===== config.mk =====
export PLATFORM = sky130hd
export DESIGN_NAME = fb_rect_reader
export DESIGN_NICKNAME = d
export VERILOG_FILES = /design/src/rtl/fb_rect_reader.sv
export SDC_FILE = /design/constraint.sdc
export NUM_CORES = 1
export LEC_CHECK = 0
export BUFFER_PORTS_ARGS = -buffer_cell sky130_fd_sc_hd__buf_2
export CORE_MARGIN = 2
export CORE_UTILIZATION = 58
export CTS_BUF_LIST = sky130_fd_sc_hd__clkbuf_4
export CTS_CLUSTER_DIAMETER = 40
export DETAILED_ROUTE_END_ITERATION = 10
export PLACE_DENSITY_LB_ADDON = 0.3
export SETUP_SLACK_MARGIN = 0.15
export SYNTH_ARGS = -nofsm -noshare
export SYNTH_HDL_FRONTEND = slang
export SYNTH_SLANG_ARGS = --single-unit

===== constraint.sdc =====
create_clock -name i_clk -period 3.7 [get_ports i_clk]
set_clock_uncertainty 0.15 [all_clocks]
set_input_delay 0.555 -clock i_clk [delete_from_list [all_inputs] [get_ports i_clk]]
set_output_delay 0.555 -clock i_clk [all_outputs]
set_load 0.05 [all_outputs]

===== src/rtl/fb_rect_reader.sv =====
// fb_rect_reader: streams a rectangle of palette-indexed VRAM in raster order on a valid/ready stream.
// Define FB_READER_CLIP_EN to clip over-edge rectangles instead of rejecting them.
module fb_rect_reader #(
   parameter int ADDR_WIDTH    = 16,
   parameter int DATA_WIDTH    = 8,
   parameter int SCREEN_WIDTH  = 320,
   parameter int SCREEN_HEIGHT = 180
) (
   input  logic                  i_clk,
   input  logic                  i_rst_n,
   input  logic                  i_start,
   input  logic [9:0]            i_x,
   input  logic [8:0]            i_y,
   input  logic [9:0]            i_w,
   input  logic [8:0]            i_h,
   output logic                  o_busy,
   output logic                  o_done,
   output logic                  o_err,
   output logic [ADDR_WIDTH-1:0] o_addr,
   output logic                  o_rd,
   input  logic [DATA_WIDTH-1:0] i_data,
   output logic [DATA_WIDTH-1:0] o_tdata,
   output logic                  o_tvalid,
   input  logic                  i_tready,
   output logic                  o_tlast,
   output logic                  o_tuser
);
   localparam int AW = ADDR_WIDTH + 1;
   localparam int EW = DATA_WIDTH + 2;
   typedef enum logic [1:0] {IDLE, READ, DRAIN} state_t;
   state_t state, state_nx;
   logic [AW-1:0] row_base, addr_full;
   logic [9:0] col, w_q, w_eff;
   logic [8:0] row, h_q, h_eff;
   logic ok, accept, last_col, last_row, pop, push, fin;
   logic inf, inf_last, inf_user;
   logic [1:0] cnt;
   logic [EW-1:0] e0, e1, pd;
   always_comb begin
`ifdef FB_READER_CLIP_EN
      ok = i_w != 10'd0 && i_h != 9'd0 && i_x < 10'(SCREEN_WIDTH) && i_y < 9'(SCREEN_HEIGHT);
      w_eff = (i_w > 10'(SCREEN_WIDTH) - i_x) ? 10'(SCREEN_WIDTH) - i_x : i_w;
      h_eff = (i_h > 9'(SCREEN_HEIGHT) - i_y) ? 9'(SCREEN_HEIGHT) - i_y : i_h;
`else
      ok = i_w != 10'd0 && i_h != 9'd0 && 11'(i_x) + 11'(i_w) <= 11'(SCREEN_WIDTH)
           && 10'(i_y) + 10'(i_h) <= 10'(SCREEN_HEIGHT);
      w_eff = i_w;
      h_eff = i_h;
`endif
   end
   assign accept    = state == IDLE && i_start && ok;
   assign last_col  = col == w_q - 10'd1;
   assign last_row  = row == h_q - 9'd1;
   assign o_tvalid  = cnt != 2'd0;
   assign pop       = o_tvalid && i_tready;
   assign push      = inf;
   assign fin       = state == DRAIN && pop && cnt == 2'd1 && !inf;
   assign pd        = {i_data, inf_last, inf_user};
   assign addr_full = row_base + AW'(col);
   // Saturate rather than wrap; unreachable for any accepted rectangle
   assign o_addr    = addr_full[AW-1] ? '1 : addr_full[ADDR_WIDTH-1:0];
   assign {o_tdata, o_tlast, o_tuser} = e0;
   always_ff @(posedge i_clk or negedge i_rst_n)
      if (!i_rst_n) state <= IDLE;
      else state <= state_nx;
   always_comb
      state_nx = accept ? READ
               : (state == READ && o_rd && last_col && last_row) ? DRAIN
               : fin ? IDLE : state;
   // A read may issue only if its data is guaranteed a buffer slot, counting this cycle's pop
   always_comb begin
      o_busy = state != IDLE;
      o_rd   = state == READ && 3'(cnt) + 3'(inf) - 3'(pop) < 3'd2;
   end
   always_ff @(posedge i_clk or negedge i_rst_n)
      if (!i_rst_n) begin
         o_err    <= 1'b0;
         o_done   <= 1'b0;
         w_q      <= '0;
         h_q      <= '0;
         col      <= '0;
         row      <= '0;
         row_base <= '0;
         inf      <= 1'b0;
         inf_last <= 1'b0;
         inf_user <= 1'b0;
         cnt      <= '0;
         e0       <= '0;
         e1       <= '0;
      end else begin
         o_err  <= state == IDLE && i_start && !ok;
         o_done <= fin;
         if (accept) begin
            w_q      <= w_eff;
            h_q      <= h_eff;
            col      <= '0;
            row      <= '0;
            row_base <= AW'(SCREEN_WIDTH) * AW'(i_y) + AW'(i_x);
         end else if (o_rd) begin
            col <= last_col ? '0 : col + 10'd1;
            if (last_col) begin
               row      <= row + 9'd1;
               row_base <= row_base + AW'(SCREEN_WIDTH);
            end
         end
         inf      <= o_rd;
         inf_last <= last_col;
         inf_user <= col == 10'd0 && row == 9'd0;
         cnt      <= cnt + 2'(push) - 2'(pop);
         if (pop || push) e0 <= pop ? (cnt == 2'd2 ? e1 : pd) : (cnt == 2'd0 ? pd : e0);
         if (push && cnt - 2'(pop) == 2'd1) e1 <= pd;
      end
endmodule


; Word level (Yosys, flattened, before mapping)
; Index checks and enable logic that the tools add are counted.
[totals]
reg_bits = 84
latch_bits = 0
ramBits = 0
romBits = 0
in_bits = 50
output_inout_bits = 31
wordCells = 88
n_memories = 0
[classes]
addsub = 14
multipliers = 1
n_div = 0
order_cmp = 3
n_eq_ne = 7
shifts = 0
n_mux = 16
bitwise = 0
reduce_logical = 33
[op_table]
columns = operator, count
row1 = 2-to-1 mux 10 bit, 6
row2 = 2-to-1 mux 17 bit, 3
row3 = adder 17 x 10 -> 17 bit, 2
row4 = 2-to-1 mux 9 bit, 3
row5 = "adder 17 x 9 -> 17 bit, second input constant", 1
row6 = logical AND 1 bit, 16
row7 = 2-to-1 mux 16 bit, 1
row8 = adder 10 x 10 -> 11 bit, 1
row9 = "<= comparator 11 x 9 -> 1 bit, second input constant", 1
row10 = "multiplier 3 x 9 -> 11 bit, first input constant", 1
row11 = "adder 10 x 1 -> 10 bit, second input constant", 1
row12 = adder 9 x 9 -> 10 bit, 1
row13 = == test 10 bit, 1
row14 = "<= comparator 10 x 8 -> 1 bit, second input constant", 1
row15 = zero test 10 bit, 1
row16 = nonzero test 10 bit, 1
row17 = nonzero test 2 bit, 5
row18 = "subtractor 10 x 1 -> 10 bit, second input constant", 1
row19 = "adder 9 x 1 -> 9 bit, second input constant", 1
row20 = == test 9 bit, 1
row21 = zero test 9 bit, 1
row22 = nonzero test 9 bit, 1
row23 = "subtractor 9 x 1 -> 9 bit, second input constant", 1
row24 = "== test 2 x 1 -> 1 bit, second input constant", 3
row25 = other kinds (12), 19

; Depth between registers and ports, before layout
[depth]
word_depth = 10
depth_mapped = 16
mapped_depth_nobuf = 15

; Worst setup path before layout
; No wires, ideal clock.
[synth_timing]
path_kind = register -> register
from = reg cnt[1]
to = reg col[4]
setup_ns = 0.077
t_arrival_ns = 3.496
required_time_ns = 3.473
setup_slack_ns = -0.023
stages_incl_launch_ff = 15
n_path_buf = 0
synth_period_minus_slack_ns = 3.723
cell_sequence = dfrtp_1 > inv_1 > nand2_1 > and2_1 > ha_1 > inv_1 > ha_1 > inv_1 > fa_1 > xnor2_1 > nand4_1 > clkinv_1 > nand2b_1 > or3b_2 > a21oi_1
[synth_via]
elab_chain_len = 6
word_cells_on_any_way = 7
[synth_rtl]
columns = item, line_no
row1 = from (decl), 37  ; logic [1:0] cnt;
row2 = from (signal assigned), 109  ; cnt <= cnt + 2'(push) - 2'(pop);
row3 = nonzero test 2 bit, 54  ; assign o_tvalid = cnt != 2'd0;
row4 = via o_tvalid, 23  ; output logic o_tvalid,
row5 = logical AND 1 bit, 55  ; assign pop = o_tvalid && i_tready;
row6 = subtractor 3 x 1 -> 3 bit, 73  ; o_rd = state == READ && 3'(cnt) + 3'(inf) - 3'(pop) < 3'd2;
row7 = < comparator 3 x 2 -> 1 bit, 73
row8 = logical AND 1 bit, 73
row9 = via o_rd, 20  ; output logic o_rd,
row10 = nonzero test 2 bit (no line), -
row11 = to (signal assigned), 100  ; col <= last_col ? '0 : col + 10'd1;
row12 = to (decl), 33  ; logic [9:0] col, w_q, w_eff;
; The timed path passes the listed nets, and every way through them passes these cells.
; A chain may end at the register's enable or synchronous reset.

; Final worst setup path
[layout_timing]
from = reg col[0]
to = out o_addr[4]
[layout_via]
elab_chain_len = 2
[layout_rtl]
columns = item, line_no
row1 = adder 17 x 10 -> 17 bit, 59  ; assign addr_full = row_base + AW'(col);
row2 = 2-to-1 mux 16 bit, 61  ; assign o_addr = addr_full[AW-1] ? '1 : addr_full[ADDR_WIDTH-1:0];
row3 = to (decl), 19  ; output logic [ADDR_WIDTH-1:0] o_addr,
; No other way between the ends.

==> metrics <==
number of antenna violations at the first check in global routing=1; fraction of layout instances using a drive strength above 1=27.3%; number of buffers created by CTS=9; total nets after synthesis=~800; warning count from the yosys run=0; number of max-capacitance violations reported=0; count of port buffers added during placement=80; overall die height=110 microns; routed vias/inst=6.02; cell repeated most along the worst path=sky130_fd_sc_hd__o21ai_2; Max IR drop VDD=0.000837 V; Row Count=38; Boundary Pins=81; part of the Yosys area used for sequential elements=32.2%; TritonCTS clock tree=built; Routed WL=between 15 and 20 mm; number of enable-type register cells in the synthesized netlist=0; Setup Crit Path Kind=reg2out; Seq cells post-synth=84; CTS root buf=sky130_fd_sc_hd__clkbuf_4; Std-Cell Core Area=0.0109 sq mm; total track usage=26.8%; DIE AREA=0.0121 sq mm; clock network latency to the later pin of the worst-skew pair=460 ps; Remaining DRCs=0; Final Slew Violations=0; Final Cycle Share=96.3%; total number of nets in the final design=913; width of the chip=110 microns; worst-margin pin slew=1050 ps; total overflow reported by the global router=0; Critical Path RT=2990 ps; final count of negative-setup-slack endpoints=0; Cell Chain, Critical Path=ha_2 > inv_2 > fa_2 > nor2b_4 > o21ai_2 > a21boi_2 > o21ai_2 > a21oi_2 > nand2_2 > xor2_4 > buf_12 > o21ai_1 > buf_6; final hold violation count=0; global-route wire length before repair=25.5 mm; launch point of the critical path=col[0]$_DFFE_PN0P_; top cell family by delay on the critical path=compound AO/OA/AOI/OAI gates; H-tree depth=3; critical path startpoint category=flip-flop; asr flop ratio synth=100%; total clock sinks=84; post-route setup TNS=0 ps; DR iter-0 viols=442; Initial Util=about three fifths; slowest cell delay on critical path=410 ps; Antenna Nets Post-Route=0; number of buffers and inverters on the critical path=3; vias in the first global route=5,323; Max Root-Sink Buffers=2; kind of capture point of the worst setup path=primary output; run status=completed; P&R area growth vs syn=18.8%; clock edge transition at the registers on the reported setup and hold paths=130 ps; routability congestion estimate=approximately 0.9; critical path's slowest cell=sky130_fd_sc_hd__fa_2; worst hold path class=in2async; Unique masters post-synth=66; cell count after synthesis=691; DR pass1 iterations=5; Main synth FF type=sky130_fd_sc_hd__dfrtp_1; crit path time final=around 3600 ps; pin count of the biggest net entering global routing=85; worst path setup slack after routing=137 ps; average size of a mapped cell=around 9.5 sq um; leakage power figure=3.65 nW; worst-case setup slack after placement=-263 ps; placed wire-length estimate after detailed placement=12.0 mm; data arrival at the endpoint of the critical path=approximately 2900 ps; count of hold-fix buffers inserted at cts=0; fmax=281 MHz; total power per unit cell area=700 mW/mm^2; count of fill cells added during filler insertion=837; relative max-transition margin=29.7%; Min Hold Slack=104 ps; R2R Path Start=cnt[1]$_DFF_PN0_; routed via count=5,695; RSZ-0062 raised after global routing=yes; biggest fanout along the worst timing path=7; synthesized cell area=around 0.0065 sq mm; WL per Instance=roughly 17 microns
## synthesized netlist by cell type, drive strengths merged, types with 4 or more instances
cell type | number | share of area [%]
a31oi | 5 | 0.48
clkbuf | 10 | 0.57
ha | 57 | 11
nand4 | 14 | 1.3
mux2i | 22 | 3.4
dfrtp | 84 | 32
nand3 | 11 | 0.92
nand2 | 55 | 3.2
nor4 | 8 | 1.1
and3 | 13 | 1.2
xnor2 | 39 | 5.2
inv | 30 | 1.7
or3b | 6 | 0.80
nor2 | 37 | 2.1
mux2 | 39 | 6.7
nor4b | 5 | 0.67
a21oi | 32 | 2.4
a21o | 9 | 1.0
or4 | 4 | 0.46
buf | 13 | 1.3
a2111oi | 4 | 0.54
nand2b | 9 | 0.86
or3 | 6 | 0.57
nor3b | 6 | 0.69
nor3 | 20 | 1.7
a211oi | 5 | 0.73
xor2 | 33 | 4.4
o21ai | 51 | 3.9
fa | 6 | 1.8
nor2b | 13 | 1.2
## cells in the final DEF (no fill, tap or decap), types with 4 or more instances in the layout
master                     synthesis  routed
sky130_fd_sc_hd__inv_1            30      27
sky130_fd_sc_hd__mux2i_1          22      22
sky130_fd_sc_hd__and3_1           13      12
sky130_fd_sc_hd__nand3_1          10      10
sky130_fd_sc_hd__nand2b_1          9       9
sky130_fd_sc_hd__xnor2_1          39      39
sky130_fd_sc_hd__or3b_2            6       6
sky130_fd_sc_hd__fa_1              6       5
sky130_fd_sc_hd__buf_2             7      62
sky130_fd_sc_hd__nor4b_1           5       5
sky130_fd_sc_hd__a21o_1            9       9
sky130_fd_sc_hd__dfrtp_1          84      83
sky130_fd_sc_hd__or3_1             6       6
sky130_fd_sc_hd__nor2_1           37      37
sky130_fd_sc_hd__o21ai_0          50      43
sky130_fd_sc_hd__nor4_1            5       5
sky130_fd_sc_hd__nand2_1          55      51
sky130_fd_sc_hd__mux2_2           28      28
sky130_fd_sc_hd__or4_1             4       4
sky130_fd_sc_hd__o21ai_2           0       6
sky130_fd_sc_hd__nand2_2           0       4
sky130_fd_sc_hd__buf_4             1      38
sky130_fd_sc_hd__mux2_1           11      11
sky130_fd_sc_hd__buf_6             3      18
sky130_fd_sc_hd__nand4_1          14      14
sky130_fd_sc_hd__xor2_1           33      32
sky130_fd_sc_hd__nor3b_1           6       6
sky130_fd_sc_hd__nor2b_1          13      10
sky130_fd_sc_hd__clkbuf_4          0       9
sky130_fd_sc_hd__nor3_1           19      18
sky130_fd_sc_hd__ha_1             57      54
sky130_fd_sc_hd__a21oi_1          32      29
## what timing repair did
| action | 4_1_cts | 5_1_grt |
|---|---|---|
| pin swaps | 13 | 12 |
| setup endpoints to repair | 18 | 72 |
| resized for setup | 40 | 39 |
| buffers inserted | 14 | 5 |
| gates cloned | 0 | 0 |
## per-stage QoR
stage,total power [mW],instances,instance area (sq um),utilization (%)
final,5.43,946,7770,71.0
after global routing,5.79,946,7770,71.0
after CTS,5.21,940,7580,69.4
after detailed placement,4.40,910,7190,65.8
after global placement,4.28,910,7190,65.8
after floorplan,3.69,691,6550,-
## area by class of cell
class	count	area, sq um	area share (%)
Antenna cell	1	2.50	0.0322
Clock buffer	9	67.6	0.870
Clock inverter	7	82.6	1.06
Inverter	31	118	1.51
Multi-Input combinational cell	553	4370	56.2
Sequential cell	84	2100	27.1
Tap cell	140	175	2.25
Timing Repair Buffer	121	853	11.0
## where the power goes
group | switching (mW) | internal [mW] | leakage [nW]
sequential | 0.314 | 1.22 | 1.11
clock | 0.357 | 0.215 | 0.0747
combinational | 1.97 | 1.36 | 2.47
total | 2.64 | 2.80 | 3.65
## flip-flops by register name, summed over array words and instances (netlist names), 2 cells and up
name	flops
cnt	2
col	10
e0	10
e1	10
h_q	9
row	9
row_base	17
state	2
w_q	10
## per-layer routing
layer / vias to the layer above / share of wire [%] / global-route usage, %
met1: 2786 / 44 / 35.3
met3: 30 / 4.8 / 4.29
met4: 0 / 2.1 / 8.84
met5: - / 0 / 0
li1: 2729 / - / -
met2: 150 / 49 / 45.3
## path summary, 6_finish.rpt
path / end / cells past startpoint / slack, ps
setup / recovery: o_addr[4] / 13 / 140
hold / removal: row_base[2]$_DFFE_PN0P_ / 1 / 100
setup reg to reg: row_base[13]$_DFFE_PN0P_ / 16 / 330
hold reg to reg: e0[2]$_DFFE_PN0P_ / 2 / 350
max in group asynchronous: cnt[1]$_DFF_PN0_ / 1 / 2560
min in group i_clk: e1[2]$_DFFE_PN0P_ / 2 / 170
## cell families after synthesis
| family | count (synthesis) | share of synthesized area [%] |
|---|---|---|
| buffers and inverters | 54 | 3.64 |
| multiplexers | 61 | 10.1 |
| adder cells (fa/ha/maj) | 63 | 12.7 |
| XOR/XNOR | 72 | 9.65 |
| AO/OA/AOI/OAI | 138 | 13.5 |
| AND/OR/NAND/NOR | 219 | 18.2 |
| flip-flops | 84 | 32.2 |
## worst reg2reg max path, cell delays in order, from the launching register on
cell and delay [ps]:
sky130_fd_sc_hd__dfrtp_2 440, sky130_fd_sc_hd__inv_2 80, sky130_fd_sc_hd__nand2_2 50, sky130_fd_sc_hd__and2_1 190, sky130_fd_sc_hd__ha_4 220, sky130_fd_sc_hd__inv_1 50
sky130_fd_sc_hd__ha_1 140, sky130_fd_sc_hd__inv_1 60, sky130_fd_sc_hd__fa_1 400, sky130_fd_sc_hd__xnor2_1 160, sky130_fd_sc_hd__nand4_1 180, sky130_fd_sc_hd__buf_4 200
sky130_fd_sc_hd__nor2_1 150, sky130_fd_sc_hd__nand3_2 180, sky130_fd_sc_hd__nor4_2 360, sky130_fd_sc_hd__xnor2_1 170, sky130_fd_sc_hd__mux2i_1 90
(Power assumes the default switching activity.)
